==> config.mk <==
export PLATFORM = sky130hd
export DESIGN_NAME = axi_log_drain_flat
export DESIGN_NICKNAME = d
export VERILOG_FILES = /design/src/rtl/axi_log_drain_if.sv /design/src/rtl/axi_log_drain.sv /design/src/flat_wrapper.sv
export SDC_FILE = /design/constraint.sdc
export NUM_CORES = 1
export LEC_CHECK = 0
export CAP_MARGIN = 20
export CORE_ASPECT_RATIO = 1.5
export CORE_MARGIN = 1
export CORE_UTILIZATION = 35
export CTS_CLUSTER_DIAMETER = 100
export DETAILED_ROUTE_END_ITERATION = 8
export PLACE_DENSITY = 0.54
export SLEW_MARGIN = 10
export SYNTH_ARGS = -nofsm -noshare
export SYNTH_HDL_FRONTEND = slang
export SYNTH_SLANG_ARGS = --single-unit
==> constraint.sdc <==
create_clock -name Clk_CI -period 5.04 [get_ports Clk_CI]
set_clock_uncertainty 0.15 [all_clocks]
set_input_delay 1.008 -clock Clk_CI [delete_from_list [all_inputs] [get_ports Clk_CI]]
set_output_delay 1.008 -clock Clk_CI [all_outputs]
set_load 0.02 [all_outputs]
==> src/rtl/axi_log_drain_if.sv <==
// axi_log_drain_if: BRAM read port and AXI-Stream bundle between the log drain and its neighbours
interface axi_log_drain_if;
   logic        BramEn_SO;
   logic [31:0] BramAddr_SO;
   logic [31:0] BramRd_DI;
   logic [31:0] TData_DO;
   logic        TValid_SO;
   logic        TReady_SI;
   logic        TLast_SO;
   modport master (
      output BramEn_SO, BramAddr_SO, TData_DO, TValid_SO, TLast_SO,
      input  BramRd_DI, TReady_SI
   );
   modport slave (
      input  BramEn_SO, BramAddr_SO, TData_DO, TValid_SO, TLast_SO,
      output BramRd_DI, TReady_SI
   );
endinterface

==> src/rtl/axi_log_drain.sv <==
// axi_log_drain: reads logger entries word by word over BRAM and streams them out on AXI-Stream
module axi_log_drain #(
   parameter int WORDS_PER_ENTRY = 3,
   parameter int NUM_SER_BRAMS   = 12,
   parameter int CNT_BITW        = 14,
   parameter bit AUTO_DRAIN      = 1'b1
) (
   input  logic                Clk_CI,
   input  logic                Rst_RI,
   input  logic                Start_SI,
   input  logic [CNT_BITW-1:0] NumEntries_DI,
   input  logic                LogFull_SI,
   output logic                Busy_SO,
   output logic                Done_SO,
   output logic                LogClear_SO,
   axi_log_drain_if.master     bus
);
   localparam int CW = CNT_BITW + 2;
   localparam logic [CW-1:0] MAX_N = CW'(1024 * NUM_SER_BRAMS);
   localparam logic [CW-1:0] WPE = CW'(WORDS_PER_ENTRY);
   typedef enum logic [1:0] {IDLE, DRAIN, FINISH} state_t;
   state_t        state_q, state_d;
   logic [CW-1:0] w_q, rd_q, tx_q, n_clamp;
   logic          no_clr_q, inflight_q;
   logic [31:0]   fifo_q [2];
   logic          wptr_q, rptr_q;
   logic [1:0]    cnt_q;
   logic          start, issue, pop, push, head_fifo, last_hs;
   assign n_clamp   = (CW'(NumEntries_DI) > MAX_N) ? MAX_N : CW'(NumEntries_DI);
   assign start     = (state_q == IDLE) && (Start_SI || (AUTO_DRAIN && LogFull_SI));
   assign head_fifo = cnt_q != 2'd0;
   // reads only while the FIFO can still absorb every outstanding word
   assign issue     = (state_q == DRAIN) && (rd_q < w_q) && ((cnt_q + {1'b0, inflight_q}) < 2'd2);
   assign pop       = bus.TValid_SO && bus.TReady_SI;
   // a returning word bypasses the empty FIFO when it is accepted straight away
   assign push      = inflight_q && (head_fifo || !pop);
   assign last_hs   = pop && (tx_q == w_q - CW'(1));
   // state register
   always_ff @(posedge Clk_CI) begin
      if (Rst_RI) state_q <= IDLE;
      else state_q <= state_d;
   end
   // next-state logic
   always_comb begin
      state_d = state_q;
      case (state_q)
         IDLE:    if (start) state_d = (n_clamp == '0) ? FINISH : DRAIN;
         DRAIN:   if (last_hs) state_d = FINISH;
         default: state_d = IDLE;
      endcase
   end
   // output decode: status pulses, BRAM read port and stream head
   always_comb begin
      Busy_SO         = state_q != IDLE;
      Done_SO         = state_q == FINISH;
      LogClear_SO     = (state_q == FINISH) && !no_clr_q;
      bus.BramEn_SO   = issue;
      bus.BramAddr_SO = issue ? {{(30-CW){1'b0}}, rd_q, 2'b00} : 32'd0;
      bus.TValid_SO   = (state_q == DRAIN) && (head_fifo || inflight_q);
      bus.TData_DO    = head_fifo ? fifo_q[rptr_q] : (inflight_q ? bus.BramRd_DI : 32'd0);
      bus.TLast_SO    = bus.TValid_SO && (tx_q == w_q - CW'(1));
   end
   // word counters, read-in-flight flag and the two-entry FIFO
   always_ff @(posedge Clk_CI) begin
      if (Rst_RI) begin
         w_q        <= '0;
         rd_q       <= '0;
         tx_q       <= '0;
         no_clr_q   <= 1'b0;
         inflight_q <= 1'b0;
         fifo_q[0]  <= '0;
         fifo_q[1]  <= '0;
         wptr_q     <= 1'b0;
         rptr_q     <= 1'b0;
         cnt_q      <= '0;
      end else begin
         if (start) begin
            w_q      <= n_clamp * WPE;
            no_clr_q <= n_clamp == '0;
            rd_q     <= '0;
            tx_q     <= '0;
         end else begin
            rd_q <= rd_q + CW'(issue);
            tx_q <= tx_q + CW'(pop);
         end
         inflight_q <= issue;
         if (push) begin
            fifo_q[wptr_q] <= bus.BramRd_DI;
            wptr_q         <= !wptr_q;
         end
         if (pop && head_fifo) rptr_q <= !rptr_q;
         cnt_q <= cnt_q + {1'b0, push} - {1'b0, pop && head_fifo};
      end
   end
endmodule

==> src/flat_wrapper.sv <==
// flat-port wrapper written by rule: the top's interface ports become plain ports
module axi_log_drain_flat 
#(
   parameter int WORDS_PER_ENTRY = 3,
   parameter int NUM_SER_BRAMS   = 12,
   parameter int CNT_BITW        = 14,
   parameter bit AUTO_DRAIN      = 1'b1
)
  (Clk_CI, Rst_RI, Start_SI, NumEntries_DI, LogFull_SI, Busy_SO, Done_SO, LogClear_SO, bus_BramEn_SO, bus_BramAddr_SO, bus_TData_DO, bus_TValid_SO, bus_TLast_SO, bus_BramRd_DI, bus_TReady_SI);
  axi_log_drain_if bus_i ();
  input  logic Clk_CI;
  input  logic Rst_RI;
  input  logic Start_SI;
  input  logic [CNT_BITW-1:0] NumEntries_DI;
  input  logic LogFull_SI;
  output logic Busy_SO;
  output logic Done_SO;
  output logic LogClear_SO;
  output wire logic [$bits(bus_i.BramEn_SO)-1:0] bus_BramEn_SO;
  output wire logic [$bits(bus_i.BramAddr_SO)-1:0] bus_BramAddr_SO;
  output wire logic [$bits(bus_i.TData_DO)-1:0] bus_TData_DO;
  output wire logic [$bits(bus_i.TValid_SO)-1:0] bus_TValid_SO;
  output wire logic [$bits(bus_i.TLast_SO)-1:0] bus_TLast_SO;
  input wire logic [$bits(bus_i.BramRd_DI)-1:0] bus_BramRd_DI;
  input wire logic [$bits(bus_i.TReady_SI)-1:0] bus_TReady_SI;
  assign bus_BramEn_SO = bus_i.BramEn_SO;
  assign bus_BramAddr_SO = bus_i.BramAddr_SO;
  assign bus_TData_DO = bus_i.TData_DO;
  assign bus_TValid_SO = bus_i.TValid_SO;
  assign bus_TLast_SO = bus_i.TLast_SO;
  assign bus_i.BramRd_DI = bus_BramRd_DI;
  assign bus_i.TReady_SI = bus_TReady_SI;
  axi_log_drain #(.WORDS_PER_ENTRY(WORDS_PER_ENTRY), .NUM_SER_BRAMS(NUM_SER_BRAMS), .CNT_BITW(CNT_BITW), .AUTO_DRAIN(AUTO_DRAIN)) u_core (.Clk_CI(Clk_CI), .Rst_RI(Rst_RI), .Start_SI(Start_SI), .NumEntries_DI(NumEntries_DI), .LogFull_SI(LogFull_SI), .Busy_SO(Busy_SO), .Done_SO(Done_SO), .LogClear_SO(LogClear_SO), .bus(bus_i));
endmodule
==> reports/qor.csv <==
metric,value,unit
RSZ-0062 raised after global routing,false,
Seq pwr share,0.353,
number of global-route vias before repair,6036,
Async SR Flop Fraction,0,
Fillers,2048,
status,"complete, no violations",
Final min period,4650,ps
DRT iter0 DRCs,322,
post-CTS setup buffers,0,
Yosys cell types,60,
global placement routability congestion,0.893,
"most common cell after layout, fill and taps aside",clkdlybuf4s50_1,
Longest Clk Path Bufs,2,
I/O pin total,121,
Switching Fraction,0.298,
FF-to-FF setup slack,1470,ps
multiplexer area fraction after synthesis,0.0450,
CTS sink count,121,
dpl hpwl,14000,um
TNS Setup,0,ps
critical path startpoint category,register,
crit share post-route,0.924,
final WL,19300,um
synthesized instance count,846,
Die Y-Extent,182,um
XOR/XNOR Fraction of Synth Area,0.0657,
Initial Util,0.359,
pwr dens,346,nW/um2
CTS Hold Bufs,0,
post-cts sizing count,1,
worst IR drop on VDD,0.000231,V
PortBufs,104,
GRT overflow,0,
main combinational cell family by area after synthesis,simple AND/OR/NAND/NOR gates,
Comb pwr share,0.232,
Post-Synth Adder-Cell Area,0.0701,
worst-margin pin slew,900,ps
Clock power frac,0.416,
Num CTS Buffers,17,
register area,3060,um2
DR DRC count,0,
Post-DRT Antenna Nets,0,
via count,6198,
area of the mapped netlist,7600,um2
largest net degree at the start of global routing,36,
"area leader, netlist",edfxtp_1,
"commonest non-fill, non-tap cells in the layout","104 x clkdlybuf4s50_1, 65 x and2_1, 64 x nand3_1, 64 x edfxtp_1, 56 x dfxtp_1",
Setup CP Type,reg2out,
Cell Int Power,2310,uW
Clock Latency Late Sink,420,ps
setup violators final,0,
Synth Area in Compound Gates,0.126,
Placement Cell Area,8820,um2
Critical Path Sink Type,output port,
"Hold Vio Cnt, Final",0,
post-DR wirelength/cell,15.9,um
leakage power figure,0.00364,uW
DR pass1 iterations,5,
clock-pin slew on the worst setup and hold paths,60,ps
initial antenna violation count,0,
die area,22300,um2
area share of and/or/nand/nor cells after synthesis,0.226,
fin area,9520,um2
row cnt,65,
Required @ worst endpoint,3880,ps
layout cells sized above 1,0.0711,
GRT Util Overall,0.179,
Worst Hold Class,reg2reg,
CP Launch Point,u_core.w_q[0]$_SDFFE_PP0P_,
Syn Area/Cell,8.98,um2
n_diodes,0,
TritonCTS clock tree,done,
Root Driver,clkbuf_16,
sw power,980,uW
core area,21100,um2
#FFs+latches synth,121,
Fmax,215,MHz
relative slew slack,0.385,
Critical Path AT,3500,ps
area grow syn2layout,25.3,%
first-pass GRT wire length,31000,um
"Core Util, Final",0.450,
Multi-input gate area,4150,um2
H-tree depth,4,
top_reg_cell synth,edfxtp_1,
Register-to-Register Path Depth,15,
dominant cells by area after synthesis,"edfxtp_1 25%, dfxtp_1 15%, ha_1 6.8%, and2_1 5.4%, mux2i_1 4.3%",
post-synthesis sequential area ratio,0.403,
Vias per Instance,5.12,
Die W,122,um
Ys Warns,0,
max-cap violation count,0,
reg2reg start,u_core.w_q[9]$_SDFFE_PP0P_,
critical path peak fanout,9,
top cell type's share of synthesized area,0.253,
reg-to-reg endpoint,u_core.rd_q[12]$_SDFF_PP0_,
# nets final,1022,
"EDFF count, synth",64,
Design Power,3290,uW
fin. max-slew vios,0,
Worst Setup EP,bus_TLast_SO,
==> power by group through the flow <==
stage	logic [uW]	registers [uW]	clock network (uW)
after global routing	841	1170	1430
after floorplan	510	1150	0
final	762	1160	1370
after CTS	760	1160	1390
after global placement	755	1180	0
after detailed placement	755	1180	0
==> layer usage <==
layer,vias up,wire length [um],GRT usage
met5,-,0,0
met2,135,10100,0.329
met1,2905,7980,0.196
met3,32,628,0.0303
li1,3126,-,-
met4,0,520,0.0805
==> kinds of logic after synthesis <==
logic type	count (synthesis)
AND/OR/NAND/NOR	326
XOR/XNOR	57
AO/OA/AOI/OAI	154
flip-flops	121
other	1
buffers and inverters	111
multiplexers	34
adder cells (fa/ha/maj)	42
==> registers in the layout, indices dropped and copies added, names as in the netlist, named ones only <==
signal	count
u_core.cnt_q	2
u_core.fifo_q	64
u_core.inflight_q	1
u_core.no_clr_q	1
u_core.rd_q	16
u_core.rptr_q	1
u_core.state_q	2
u_core.tx_q	16
u_core.w_q	16
u_core.wptr_q	1
==> synth_stat cells (4+ instances only) <==
cell type	count
and2_1	65
edfxtp_1	64
nand3_1	64
dfxtp_1	57
nand2_1	55
nor2_1	52
o21ai_0	50
clkbuf_1	45
a21oi_1	44
inv_1	42
ha_1	41
mux2i_1	33
xor2_1	31
xnor2_1	26
nor3_1	17
buf_4	16
a211oi_1	13
and3_1	12
nand4_1	10
nor2b_1	10
a21o_1	8
or2_2	8
or3_1	8
buf_1	7
or4_1	5
nor4_1	4
nor4b_1	4
o2111ai_1	4
o31a_1	4
==> how the worst min path moves through the flow <==
stage,slack (ps),depth (start not counted),start,to
floorplan,290,2,u_core.no_clr_q$_SDFFE_PP0P_,u_core.no_clr_q$_SDFFE_PP0P_
global placement,310,2,u_core.no_clr_q$_SDFFE_PP0P_,u_core.no_clr_q$_SDFFE_PP0P_
detailed placement,310,2,u_core.no_clr_q$_SDFFE_PP0P_,u_core.no_clr_q$_SDFFE_PP0P_
CTS,320,2,u_core.no_clr_q$_SDFFE_PP0P_,u_core.no_clr_q$_SDFFE_PP0P_
global route,360,2,u_core.no_clr_q$_SDFFE_PP0P_,u_core.no_clr_q$_SDFFE_PP0P_
finish,310,2,u_core.no_clr_q$_SDFFE_PP0P_,u_core.no_clr_q$_SDFFE_PP0P_
==> critical path, cell delays in order (launching register included) <==
cell	delay, ps
dfxtp_1	390
inv_1	90
ha_1	270
or4b_1	560
nor2_1	170
a31oi_1	100
a2111oi_1	350
o21ai_0	210
nor4b_2	300
clkdlybuf4s50_1	650
==> final cells by class <==
class,instances,area share
repair buffers,118,0.121
multi-input cells,629,0.436
clock inverters,15,0.0250
well taps,268,0.0352
clock buffers,17,0.0447
flip-flops and latches,121,0.322
inverters,42,0.0166
==> per-stage QoR <==
step	hold slack, ps	cells	setup slack [ps]
after global routing	364	1210	115
after global placement	312	1176	440
final	315	1210	385
after floorplan	287	861	955
after CTS	318	1208	141
after detailed placement	309	1176	403
No activity file was read; power rests on OpenSTA's default activity.
